## src/rtl/pcie_tx_arb_multi.sv

```systemverilog
// PCIe TX request arbiter: one CplD channel plus parametrised MRd/MWr channel sets,
// strict CplD priority, MRd/MWr alternation, per-class round robin and an NP read limit.
module pcie_tx_arb_multi #(
  parameter int C_PCIE_ADDR_WIDTH    = 48,
  parameter int C_NUM_MRD            = 3,
  parameter int C_NUM_MWR            = 2,
  parameter int C_MAX_NP_OUTSTANDING = 32,
  parameter int C_NP_CNT_WIDTH       = 6
) (
  input  logic                                          pcie_user_clk,
  input  logic                                          pcie_user_rst_n,
  input  logic                                          tx_cpld_gnt,
  input  logic                                          tx_mrd_gnt,
  input  logic                                          tx_mwr_gnt,
  input  logic                                          tx_cpld_req,
  input  logic [10:0]                                   tx_cpld_len,
  output logic                                          tx_cpld_req_ack,
  input  logic [C_NUM_MRD-1:0]                          tx_mrd_req,
  input  logic [8*C_NUM_MRD-1:0]                        tx_mrd_tag,
  input  logic [11*C_NUM_MRD-1:0]                       tx_mrd_len,
  input  logic [(C_PCIE_ADDR_WIDTH-2)*C_NUM_MRD-1:0]    tx_mrd_addr,
  output logic [C_NUM_MRD-1:0]                          tx_mrd_req_ack,
  input  logic [C_NUM_MWR-1:0]                          tx_mwr_req,
  input  logic [8*C_NUM_MWR-1:0]                        tx_mwr_tag,
  input  logic [11*C_NUM_MWR-1:0]                       tx_mwr_len,
  input  logic [(C_PCIE_ADDR_WIDTH-2)*C_NUM_MWR-1:0]    tx_mwr_addr,
  output logic [C_NUM_MWR-1:0]                          tx_mwr_req_ack,
  input  logic                                          np_cpl_done,
  output logic                                          tx_arb_valid,
  output logic [1:0]                                    tx_arb_type,
  output logic [2:0]                                    tx_arb_idx,
  output logic [10:0]                                   tx_arb_len,
  output logic [7:0]                                    tx_arb_tag,
  output logic [C_PCIE_ADDR_WIDTH-3:0]                  tx_arb_addr,
  input  logic                                          tx_arb_rdy,
  output logic [C_NP_CNT_WIDTH-1:0]                     np_outstanding
);

  localparam int AW = C_PCIE_ADDR_WIDTH - 2;
  localparam logic [1:0] TYPE_CPLD = 2'b00;
  localparam logic [1:0] TYPE_MRD  = 2'b01;
  localparam logic [1:0] TYPE_MWR  = 2'b10;

  typedef enum logic {S_IDLE = 1'b0, S_HOLD = 1'b1} state_t;

  // Round-robin search starting one past ptr; returns {found, index}.
  // Iterating from the far end lets the nearest requester overwrite the result.
  function automatic logic [3:0] rr_pick(input logic [7:0] req, input logic [2:0] ptr,
                                         input int n);
    logic [3:0] res;
    int c;
    res = 4'd0;
    for (int i = 8; i >= 1; i--) begin
      if (i <= n) begin
        c = int'(ptr) + i;
        if (c >= n) c = c - n;
        if (req[c[2:0]]) res = {1'b1, c[2:0]};
      end
    end
    return res;
  endfunction

  state_t                  state, state_nxt;
  logic                    last_mwr;
  logic [2:0]              mrd_ptr, mwr_ptr;
  logic [3:0]              mrd_pick, mwr_pick;
  logic                    np_room;
  logic                    cpld_elig, mrd_elig, mwr_elig;
  logic                    gnt_cpld, gnt_mrd, gnt_mwr, gnt_any;
  logic [C_NUM_MRD-1:0]    mrd_onehot;
  logic [C_NUM_MWR-1:0]    mwr_onehot;
  logic [1:0]              sel_type;
  logic [2:0]              sel_idx;
  logic [10:0]             sel_len;
  logic [7:0]              sel_tag;
  logic [AW-1:0]           sel_addr;
  logic                    cnt_inc, cnt_dec;

  // Grant decision (combinational, sampled only in IDLE)
  assign np_room   = np_outstanding < C_NP_CNT_WIDTH'(C_MAX_NP_OUTSTANDING);
  assign mrd_pick  = rr_pick(8'(tx_mrd_req), mrd_ptr, C_NUM_MRD);
  assign mwr_pick  = rr_pick(8'(tx_mwr_req), mwr_ptr, C_NUM_MWR);
  assign cpld_elig = tx_cpld_req & tx_cpld_gnt;
  assign mrd_elig  = mrd_pick[3] & tx_mrd_gnt & np_room;
  assign mwr_elig  = mwr_pick[3] & tx_mwr_gnt;
  assign gnt_any   = gnt_cpld | gnt_mrd | gnt_mwr;

  assign mrd_onehot = C_NUM_MRD'(1) << mrd_pick[2:0];
  assign mwr_onehot = C_NUM_MWR'(1) << mwr_pick[2:0];

  always_ff @(posedge pcie_user_clk or negedge pcie_user_rst_n) begin
    if (!pcie_user_rst_n) state <= S_IDLE;
    else                  state <= state_nxt;
  end

  always_comb begin
    state_nxt = state;
    gnt_cpld  = 1'b0;
    gnt_mrd   = 1'b0;
    gnt_mwr   = 1'b0;
    unique case (state)
      S_IDLE: begin
        if (cpld_elig)                 gnt_cpld = 1'b1;
        else if (mrd_elig && mwr_elig) begin
          gnt_mrd = last_mwr;
          gnt_mwr = ~last_mwr;
        end
        else if (mrd_elig)             gnt_mrd = 1'b1;
        else if (mwr_elig)             gnt_mwr = 1'b1;
        if (cpld_elig || mrd_elig || mwr_elig) state_nxt = S_HOLD;
      end
      S_HOLD: begin
        if (tx_arb_valid && tx_arb_rdy) state_nxt = S_IDLE;
      end
      default: state_nxt = S_IDLE;
    endcase
  end

  always_comb begin
    sel_type = TYPE_CPLD;
    sel_idx  = 3'd0;
    sel_len  = tx_cpld_len;
    sel_tag  = 8'd0;
    sel_addr = '0;
    if (gnt_mrd) begin
      sel_type = TYPE_MRD;
      sel_idx  = mrd_pick[2:0];
      sel_len  = tx_mrd_len[int'(mrd_pick[2:0])*11 +: 11];
      sel_tag  = tx_mrd_tag[int'(mrd_pick[2:0])*8 +: 8];
      sel_addr = tx_mrd_addr[int'(mrd_pick[2:0])*AW +: AW];
    end else if (gnt_mwr) begin
      sel_type = TYPE_MWR;
      sel_idx  = mwr_pick[2:0];
      sel_len  = tx_mwr_len[int'(mwr_pick[2:0])*11 +: 11];
      sel_tag  = tx_mwr_tag[int'(mwr_pick[2:0])*8 +: 8];
      sel_addr = tx_mwr_addr[int'(mwr_pick[2:0])*AW +: AW];
    end
  end

  // Registered grant: acks pulse for one cycle, fields hold until accepted
  always_ff @(posedge pcie_user_clk or negedge pcie_user_rst_n) begin
    if (!pcie_user_rst_n) begin
      tx_cpld_req_ack <= 1'b0;
      tx_mrd_req_ack  <= '0;
      tx_mwr_req_ack  <= '0;
      tx_arb_valid    <= 1'b0;
      tx_arb_type     <= 2'b00;
      tx_arb_idx      <= 3'd0;
      tx_arb_len      <= 11'd0;
      tx_arb_tag      <= 8'd0;
      tx_arb_addr     <= '0;
      mrd_ptr         <= 3'd0;
      mwr_ptr         <= 3'd0;
      last_mwr        <= 1'b1;
    end else begin
      tx_cpld_req_ack <= gnt_cpld;
      tx_mrd_req_ack  <= gnt_mrd ? mrd_onehot : '0;
      tx_mwr_req_ack  <= gnt_mwr ? mwr_onehot : '0;
      if (gnt_any) begin
        tx_arb_valid <= 1'b1;
        tx_arb_type  <= sel_type;
        tx_arb_idx   <= sel_idx;
        tx_arb_len   <= sel_len;
        tx_arb_tag   <= sel_tag;
        tx_arb_addr  <= sel_addr;
      end else if (state == S_HOLD && tx_arb_valid && tx_arb_rdy) begin
        tx_arb_valid <= 1'b0;
      end
      if (gnt_mrd) begin
        mrd_ptr  <= mrd_pick[2:0];
        last_mwr <= 1'b0;
      end
      if (gnt_mwr) begin
        mwr_ptr  <= mwr_pick[2:0];
        last_mwr <= 1'b1;
      end
    end
  end

  // Outstanding-read counter: the increment lands as the MRd ack cycle ends
  assign cnt_inc = |tx_mrd_req_ack;
  assign cnt_dec = np_cpl_done & (np_outstanding != '0);

  always_ff @(posedge pcie_user_clk or negedge pcie_user_rst_n) begin
    if (!pcie_user_rst_n) begin
      np_outstanding <= '0;
    end else if (cnt_inc && !cnt_dec && np_room) begin
      np_outstanding <= np_outstanding + C_NP_CNT_WIDTH'(1);
    end else if (cnt_dec && !cnt_inc) begin
      np_outstanding <= np_outstanding - C_NP_CNT_WIDTH'(1);
    end
  end

endmodule

```

## config.mk

```make
export PLATFORM = sky130hd
export DESIGN_NAME = pcie_tx_arb_multi
export DESIGN_NICKNAME = d
export VERILOG_FILES = /design/src/rtl/pcie_tx_arb_multi.sv
export SDC_FILE = /design/constraint.sdc
export NUM_CORES = 1
export LEC_CHECK = 0
export CORE_AREA = 2 2 170 172
export DETAILED_ROUTE_END_ITERATION = 8
export DIE_AREA = 0 0 172 174
export GPL_TIMING_DRIVEN = 0
export SETUP_SLACK_MARGIN = 0.4
export SYNTH_ARGS = -nofsm -noshare
export SYNTH_HDL_FRONTEND = slang
export SYNTH_SLANG_ARGS = --single-unit
```

## constraint.sdc

```tcl
create_clock -name pcie_user_clk -period 3.1 [get_ports pcie_user_clk]
set_clock_uncertainty 0.05 [all_clocks]
set_input_delay 0.62 -clock pcie_user_clk [delete_from_list [all_inputs] [get_ports pcie_user_clk]]
set_output_delay 0.62 -clock pcie_user_clk [all_outputs]
set_load 0.03 [all_outputs]
```

==> summary.md, run 1 <==
| Metric | Value |
|---|---|
| Synth cell types | `62` |
| Critical path destination | `tx_arb_addr[29]$_DFFE_PN0P_` |
| Worst endpoint required time | `3.32 ns` |
| Gate Count Post-Synth | `734` |
| Placed Instances | `roughly 1,600` |
| Total track usage | `0.235` |
| Post-Syn Area | `between 6000 and 7000 um^2` |
| Clock latency on the worst-skew pair | `0.35 ns` |
| CTS tree | `yes` |
| Initial antenna violation count | `5` |
| Outcome | `complete, but fails checks` |
| RD Place Congestion | `0.869` |
| Most frequent CP cell | `buf_12` |
| Dpl hpwl | `~27,000 um` |
| Multi-input logic area | `4890 um^2` |
| # Max-Cap Violations | `0` |
| Fraction of the yosys area taken by sequential cells | `0.349` |
| Die Ht | `roughly 170 um` |
| I/O pins | `between 400 and 500` |
| Root Buffer | `clkbuf_16` |
| Nets | `1,621` |
| Worst-path fanout max | `10` |
| Crit path arrival time | `approximately 3.4 ns` |
| CP startpoint | `mrd_ptr[0]$_DFFE_PN0N_` |
| Final wirelength | `36,600 um` |
| DR vias/cell | `4.84` |
| Worst-Margin Slew | `1.20 ns` |
| Iteration-0 DRC Markers | `358` |
| H-tree depth | `3` |
| Stages on worst setup path | `15` |
| Final setup violation count | `63` |
| DP Area | `11,900 um^2` |
| Remaining global-route overflow | `0` |
| RSZ-0062 raised after global routing | `yes` |
| P_leak | `between 5 and 6 nW` |
| R2r worst-path depth | `15` |
| Fmax | `313 MHz` |
| Worst hold margin | `0.181 ns` |
| Design area | `14,300 um^2` |
| Critical Path Max Stage Delay | `0.41 ns` |
| Slew HR | `0.203` |
| Layout cells sized above 1 | `0.254` |
| Post-Syn Nets | `between 1,000 and 1,500` |
| Syn. warnings | `0` |
| Most frequent cells in the layout | `429 x clkdlybuf4s50_1, 86 x dfrtp_1, 65 x nand2_1` |
| Synth top area share | `0.345` |
| Drt wl/cell | `roughly 22 um` |
| Worst-path cell chain | `buf_6 > buf_8 > inv_8 > ha_4 > buf_12 > buf_4 > mux2i_4 > a211oi_4 > or2_4 > or3_4 > a31o_4 > buf_12 > buf_12 > mux2_4 > o22ai_2` |
| Standard-cell rows | `62` |
| FF+latch count, synth | `91` |
| Synthesized area per cell | `roughly 8.9 um^2` |
| Fin cells | `around 1,600` |
| Internal reg-to-reg setup slack | `-0.1 ns` |
| PnR Total Power | `0.0175 W` |
| FILL cells | `2,623` |
| Slew Viols, Final | `0` |
| Register area | `2280 um^2` |
| Buf+Inv Stages, Crit Path | `7` |
| Largest net degree at the start of global routing | `60` |
| Yosys top cell by area | `dfrtp_1` |
| Most used DFF post-synth | `dfrtp_1` |
| Startpoint types | `register` |
| Endpoint type of the worst setup path | `register` |
| Drt drc | `0` |
| Highest-delay cell along the critical path | `or3_4` |
| Area grow syn2layout | `119%` |
| Drt pass-1 iters | `6` |
| Total core area | `~28,000 um^2` |
| Global-route wire length before repair | `a little over 50,000 um` |
| CP Class | `reg -> reg` |
| Initial Util | `0.231` |
| Die Wd | `172 um` |
| Hold Buf Count CTS | `0` |
| Final ANT Viol Nets | `0` |
| Worst reg2reg path endpoint | `tx_arb_addr[29]$_DFFE_PN0P_` |
| Num CTS Buffers | `9` |
| Worst R2R Start | `mrd_ptr[0]$_DFFE_PN0N_` |
| Clock buffer depth | `2` |
| EDFF count, synth | `0` |
| Hold Crit Class | `in -> async` |
| Post-synthesis async set-or-reset flop share | `1.00` |
| Setup WS pre-CTS | `-1.05 ns` |
| Vias | `7,978` |
| Failing checks | `negative setup slack` |
| PortBufs | `431` |
| VDD IR max | `0.771 mV` |
| CTS Sinks | `91` |
| Delay-heaviest family, CP | `buffers and inverters` |
| Die area | `around 30,000 um^2` |
| PnR worst setup slack | `-0.0989 ns` |
| Period utilization | `1.03` |
| Clock slew at reported path FFs | `0.07 ns` |
| Top cells by area, synth | `dfrtp_1 34%, mux2i_1 13%, a221o_1 6.9%` |
| Count of final hold-check violations | `0` |
| PwrDens | `1220 nW/um^2` |
| Clock period minus worst slack | `3.20 ns` |
| Most common cell after layout, fill and taps aside | `clkdlybuf4s50_1` |
| Vias in the first global route | `8,337` |
-- layout make-up --
| type | instances | area share |
|---|---|---|
| buffer | 60 | 0.0568 |
| inverter | 33 | 0.0111 |
| tap | 384 | 0.0336 |
| antenna | 4 | 0.000700 |
| multi-input combinational | 550 | 0.342 |
| clock buffer | 12 | 0.0165 |
| timing repair buffer | 509 | 0.373 |
| sequential | 91 | 0.160 |
| clock inverter | 4 | 0.00691 |
-- synthesized netlist by cell type, drive strengths merged, types with 7 or more instances --
| library cell | instances |
|---|---|
| nand2 | 65 |
| dfrtp | 90 |
| mux2i | 82 |
| o21ai | 28 |
| clkbuf | 38 |
| ha | 17 |
| a21oi | 62 |
| a211oi | 14 |
| a221o | 45 |
| buf | 22 |
| o22ai | 55 |
| a21o | 7 |
| nor2 | 66 |
| mux2 | 24 |
| nand2b | 10 |
| inv | 33 |
-- cell families (layout without fill, tap and decap cells) --
logic type / Yosys count / count (layout) / synth area share
adders and majority gates: 19 / 19 / 0.0372
buffers and inverters: 93 / 618 / 0.0596
other: 0 / 4 / 0
DFF: 91 / 91 / 0.349
AOI/OAI and AO/OA: 239 / 239 / 0.250
and+or+nand+nor: 177 / 177 / 0.122
muxes: 106 / 106 / 0.170
xor gates and xnor gates: 9 / 9 / 0.0121
-- registers in the layout, indices dropped and copies added (netlist names), 2 cells and up --
name / count
tx_arb_type: 2
mrd_ptr: 3
tx_arb_idx: 3
tx_arb_addr: 46
tx_arb_tag: 8
mwr_ptr: 3
tx_mrd_req_ack: 3
tx_arb_len: 11
np_outstanding: 6
tx_mwr_req_ack: 2
-- through the flow --
| step | TNS [ns] | util |
|---|---|---|
| final | -3.47 | 0.507 |
| after global routing | -11.00 | 0.507 |
| after CTS | -1.38 | 0.489 |
| after detailed placement | -48.81 | 0.420 |
| after global placement | -287.96 | 0.419 |
| after floorplan | 0 | - |
-- where the power goes --
| group | total, W | leakage [nW] | internal, W | switching, W |
|---|---|---|---|---|
| logic | 0.0141 | 4.53 | 0.00724 | 0.00687 |
| registers | 0.00205 | 1.15 | 0.00169 | 0.000368 |
| clock network | 0.00133 | 0.161 | 0.000794 | 0.000534 |
-- layer usage --
metal / vias up / wire (um) / GRT usage
li1: 3755 / - / -
met1: 3836 / 14800 / 0.276
met2: 349 / 18500 / 0.415
met3: 36 / 2700 / 0.0592
met4: 2 / 650 / 0.0756
met5: - / 13 / 0
-- repair_timing --
action | 4_1_cts | 5_1_grt
setup buffers | 48 | 14
gates cloned | 12 | 3
gates resized for setup | 196 | 80
pin swaps | 45 | 34
setup endpoints to repair | 87 | 87
-- how the worst min path moves through the flow --
stage | start | slack, ns | depth (start not counted) | end
after global placement | tx_arb_idx[1]$_DFFE_PN0P_ | 0.41 | 1 | tx_arb_idx[1]$_DFFE_PN0P_
after CTS | pcie_user_rst_n | 0.18 | 1 | tx_arb_addr[12]$_DFFE_PN0P_
after global routing | pcie_user_rst_n | 0.20 | 1 | tx_arb_addr[12]$_DFFE_PN0P_
after floorplan | pcie_user_rst_n | 0.27 | 0 | mrd_ptr[0]$_DFFE_PN0N_
final | pcie_user_rst_n | 0.18 | 1 | tx_arb_addr[12]$_DFFE_PN0P_
after detailed placement | tx_arb_idx[1]$_DFFE_PN0P_ | 0.42 | 1 | tx_arb_idx[1]$_DFFE_PN0P_
(Power assumes the default switching activity.)
==> run 2: changes to the inputs <==
--- a/config.mk
+++ b/config.mk
@@ -13,3 +13,4 @@
 export SYNTH_ARGS = -nofsm -noshare
 export SYNTH_HDL_FRONTEND = slang
 export SYNTH_SLANG_ARGS = --single-unit
+export TNS_END_PERCENT = 1
==> run 2 against run 1 <==
Effect of this change: the run still ends with negative setup slack left; combinational power is 13% lower; routed wire length is 7.2% lower; via count is 2.9% lower; largest cell class unchanged; sequential power hardly changed; design area is 8.9% lower; sequential cell count stayed put.
==> summary.md, run 2 (synthesized netlist as in run 1, its figures left out) <==
| Metric | Value |
|---|---|
| Outcome | `complete, but fails checks` |
| Failing checks | `negative setup slack` |
| Remaining global-route overflow | `0` |
| Area grow syn2layout | `99.5%` |
| RSZ-0062 raised after global routing | `yes` |
| P_sw | `between 0.007 and 0.008 W` |
| Clock period minus worst slack | `3.30 ns` |
| Drt pass-1 iters | `5` |
| Vias | `7,743` |
| Top reg by flops | `tx_arb_addr` |
| Clock slew at reported path FFs | `0.07 ns` |
| Clock buffer depth | `2` |
| Sequential power share | `0.132` |
| Total core area | `between 20,000 and 30,000 um^2` |
| H-tree depth | `3` |
| Layout cells sized above 1 | `0.188` |
| Most common cell after layout, fill and taps aside | `clkdlybuf4s50_1` |
| I/O pins | `between 400 and 500` |
| PnR Total Power | `0.0154 W` |
| Clock share of power | `0.076` |
| # Max-Cap Violations | `0` |
| Clock latency on the worst-skew pair | `0.35 ns` |
| Period utilization | `1.06` |
| Endpoint type of the worst setup path | `register` |
| Slew Viols, Final | `0` |
| R2r worst-path depth | `13` |
| Nets | `1,579` |
| Max reg flops | `between 40 and 50` |
| PortBufs | `431` |
| Startpoint types | `register` |
| Worst reg2reg path endpoint | `tx_arb_addr[37]$_DFFE_PN0P_` |
| Dpl hpwl | `26,000 um` |
| Vias in the first global route | `8,099` |
| Global-route wire length before repair | `49,500 um` |
| Worst-path fanout max | `8` |
| Total track usage | `0.223` |
| Worst-Margin Slew | `0.905 ns` |
| Critical path destination | `tx_arb_addr[37]$_DFFE_PN0P_` |
| Internal reg-to-reg setup slack | `-0.20 ns` |
| Worst endpoint required time | `roughly 3.3 ns` |
| CTS Sinks | `between 90 and 100` |
| Root Buffer | `clkbuf_16` |
| Most frequent cells in the layout | `430 x clkdlybuf4s50_1, 86 x dfrtp_1, 73 x mux2i_1` |
| Fmax | `303 MHz` |
| Final wirelength | `around 34,000 um` |
| VDD IR max | `~0.85 mV` |
| Sw frac | `0.462` |
| Drt drc | `0` |
| PnR worst setup slack | `-0.200 ns` |
| Initial antenna violation count | `2` |
| Standard-cell rows | `62` |
| Num CTS Buffers | `9` |
| Die Ht | `174 um` |
| Internal power | `0.00829 W` |
| Slew HR | `0.397` |
| Hold Buf Count CTS | `0` |
| Count of final hold-check violations | `0` |
| Core Util, Final | `0.461` |
| Crit path arrival time | `approximately 3.5 ns` |
| CP startpoint | `mrd_ptr[0]$_DFFE_PN0N_` |
| Combinational share of power | `0.792` |
| CTS tree | `yes` |
| Initial Util | `0.231` |
| Top flop regs | `tx_arb_addr: 46 flops, tx_arb_len: 11 flops, tx_arb_tag: 8 flops` |
| Final setup violation count | `75` |
| PwrDens | `1180 nW/um^2` |
| Iteration-0 DRC Markers | `299` |
| Hold Crit Class | `in -> async` |
| Die area | `29,900 um^2` |
| P_leak | `between 5 and 6 nW` |
| DR vias/cell | `around 4.8` |
| Final ANT Viol Nets | `0` |
| Largest net degree at the start of global routing | `48` |
| Worst R2R Start | `mrd_ptr[0]$_DFFE_PN0N_` |
| Drt wl/cell | `about 21 um` |
| Die Wd | `between 150 and 200 um` |
| RD Place Congestion | `0.883` |
| CP Class | `reg -> reg` |
## run 2: cell count changes in the layout (fill, tap and decap cells not counted), moves of 11 or more
cell,previous run,this run
buf_6,22,11
buf_12,26,14
buf_4,41,30
mux2i_1,61,73
o22ai_4,13,2
o22ai_1,17,31
## run 2: how the worst min path moves through the flow
stage                             endpoint  slack, ns
2_1_floorplan       mrd_ptr[0]$_DFFE_PN0N_       0.27
3_3_place_gp     tx_arb_idx[1]$_DFFE_PN0P_       0.41
3_5_place_dp     tx_arb_idx[1]$_DFFE_PN0P_       0.42
4_1_cts        tx_arb_addr[39]$_DFFE_PN0P_       0.27
5_1_grt        tx_arb_addr[39]$_DFFE_PN0P_       0.28
6_report       tx_arb_addr[39]$_DFFE_PN0P_       0.23
## run 2: power groups by stage
stage	Clock, W	Combinational (W)	Sequential (W)
6_report	0.00118	0.0122	0.00204
5_1_grt	0.00127	0.0130	0.00210
4_1_cts	0.00122	0.0116	0.00203
3_5_place_dp	0	0.00946	0.00204
3_3_place_gp	0	0.00939	0.00204
2_1_floorplan	0	0.00525	0.00287
## run 2: per-stage QoR
stage | setup WS [ns] | setup TNS, ns | std cells | hold WS [ns] | area, um^2
final | -0.200 | -8.94 | 1603 | 0.235 | 13000
after global routing | -0.272 | -15.82 | 1602 | 0.276 | 13000
after CTS | -0.157 | -6.94 | 1597 | 0.265 | 12700
after detailed placement | -1.10 | -60.31 | 1550 | 0.419 | 11500
after global placement | -2.93 | -291.67 | 1549 | 0.413 | 11500
after floorplan | 0.0151 | 0 | 734 | 0.274 | 6690
## run 2: routing by layer
layer / up-vias / routed length [um] / track usage
met5: - / 10 / 0
met4: 2 / 678 / 0.0571
met3: 31 / 1920 / 0.0451
met2: 298 / 17300 / 0.393
met1: 3742 / 14100 / 0.276
li1: 3670 / - / -
## run 2: critical path, stage by stage, from the launching register on
cell and delay (ns):
dfrtp_1 0.42, buf_6 0.15, ha_4 0.18, xor2_4 0.18, o41ai_4 0.38, a221oi_2 0.11
o21a_2 0.25, buf_6 0.13, or3_4 0.39, a31o_4 0.25, buf_12 0.14, buf_12 0.15
mux2_4 0.30, o22ai_2 0.14
## run 2: final cells by class
class,instances,area [um^2]
Sequential cell,91,2280
Tap cell,384,480
Clock inverter,5,60.1
Antenna cell,2,5.00
Fill cell,2755,15200
Buffer,60,636
Inverter,33,139
Timing Repair Buffer,467,4740
Multi-Input combinational cell,550,4440
Clock buffer,11,243
## run 2: what timing repair did
action	4_1_cts	5_1_grt
pin swaps	14	21
gates cloned	3	0
resized for setup	146	71
buffers inserted	28	4
setup endpoints to repair	87	87
hold endpoints to repair	0	0
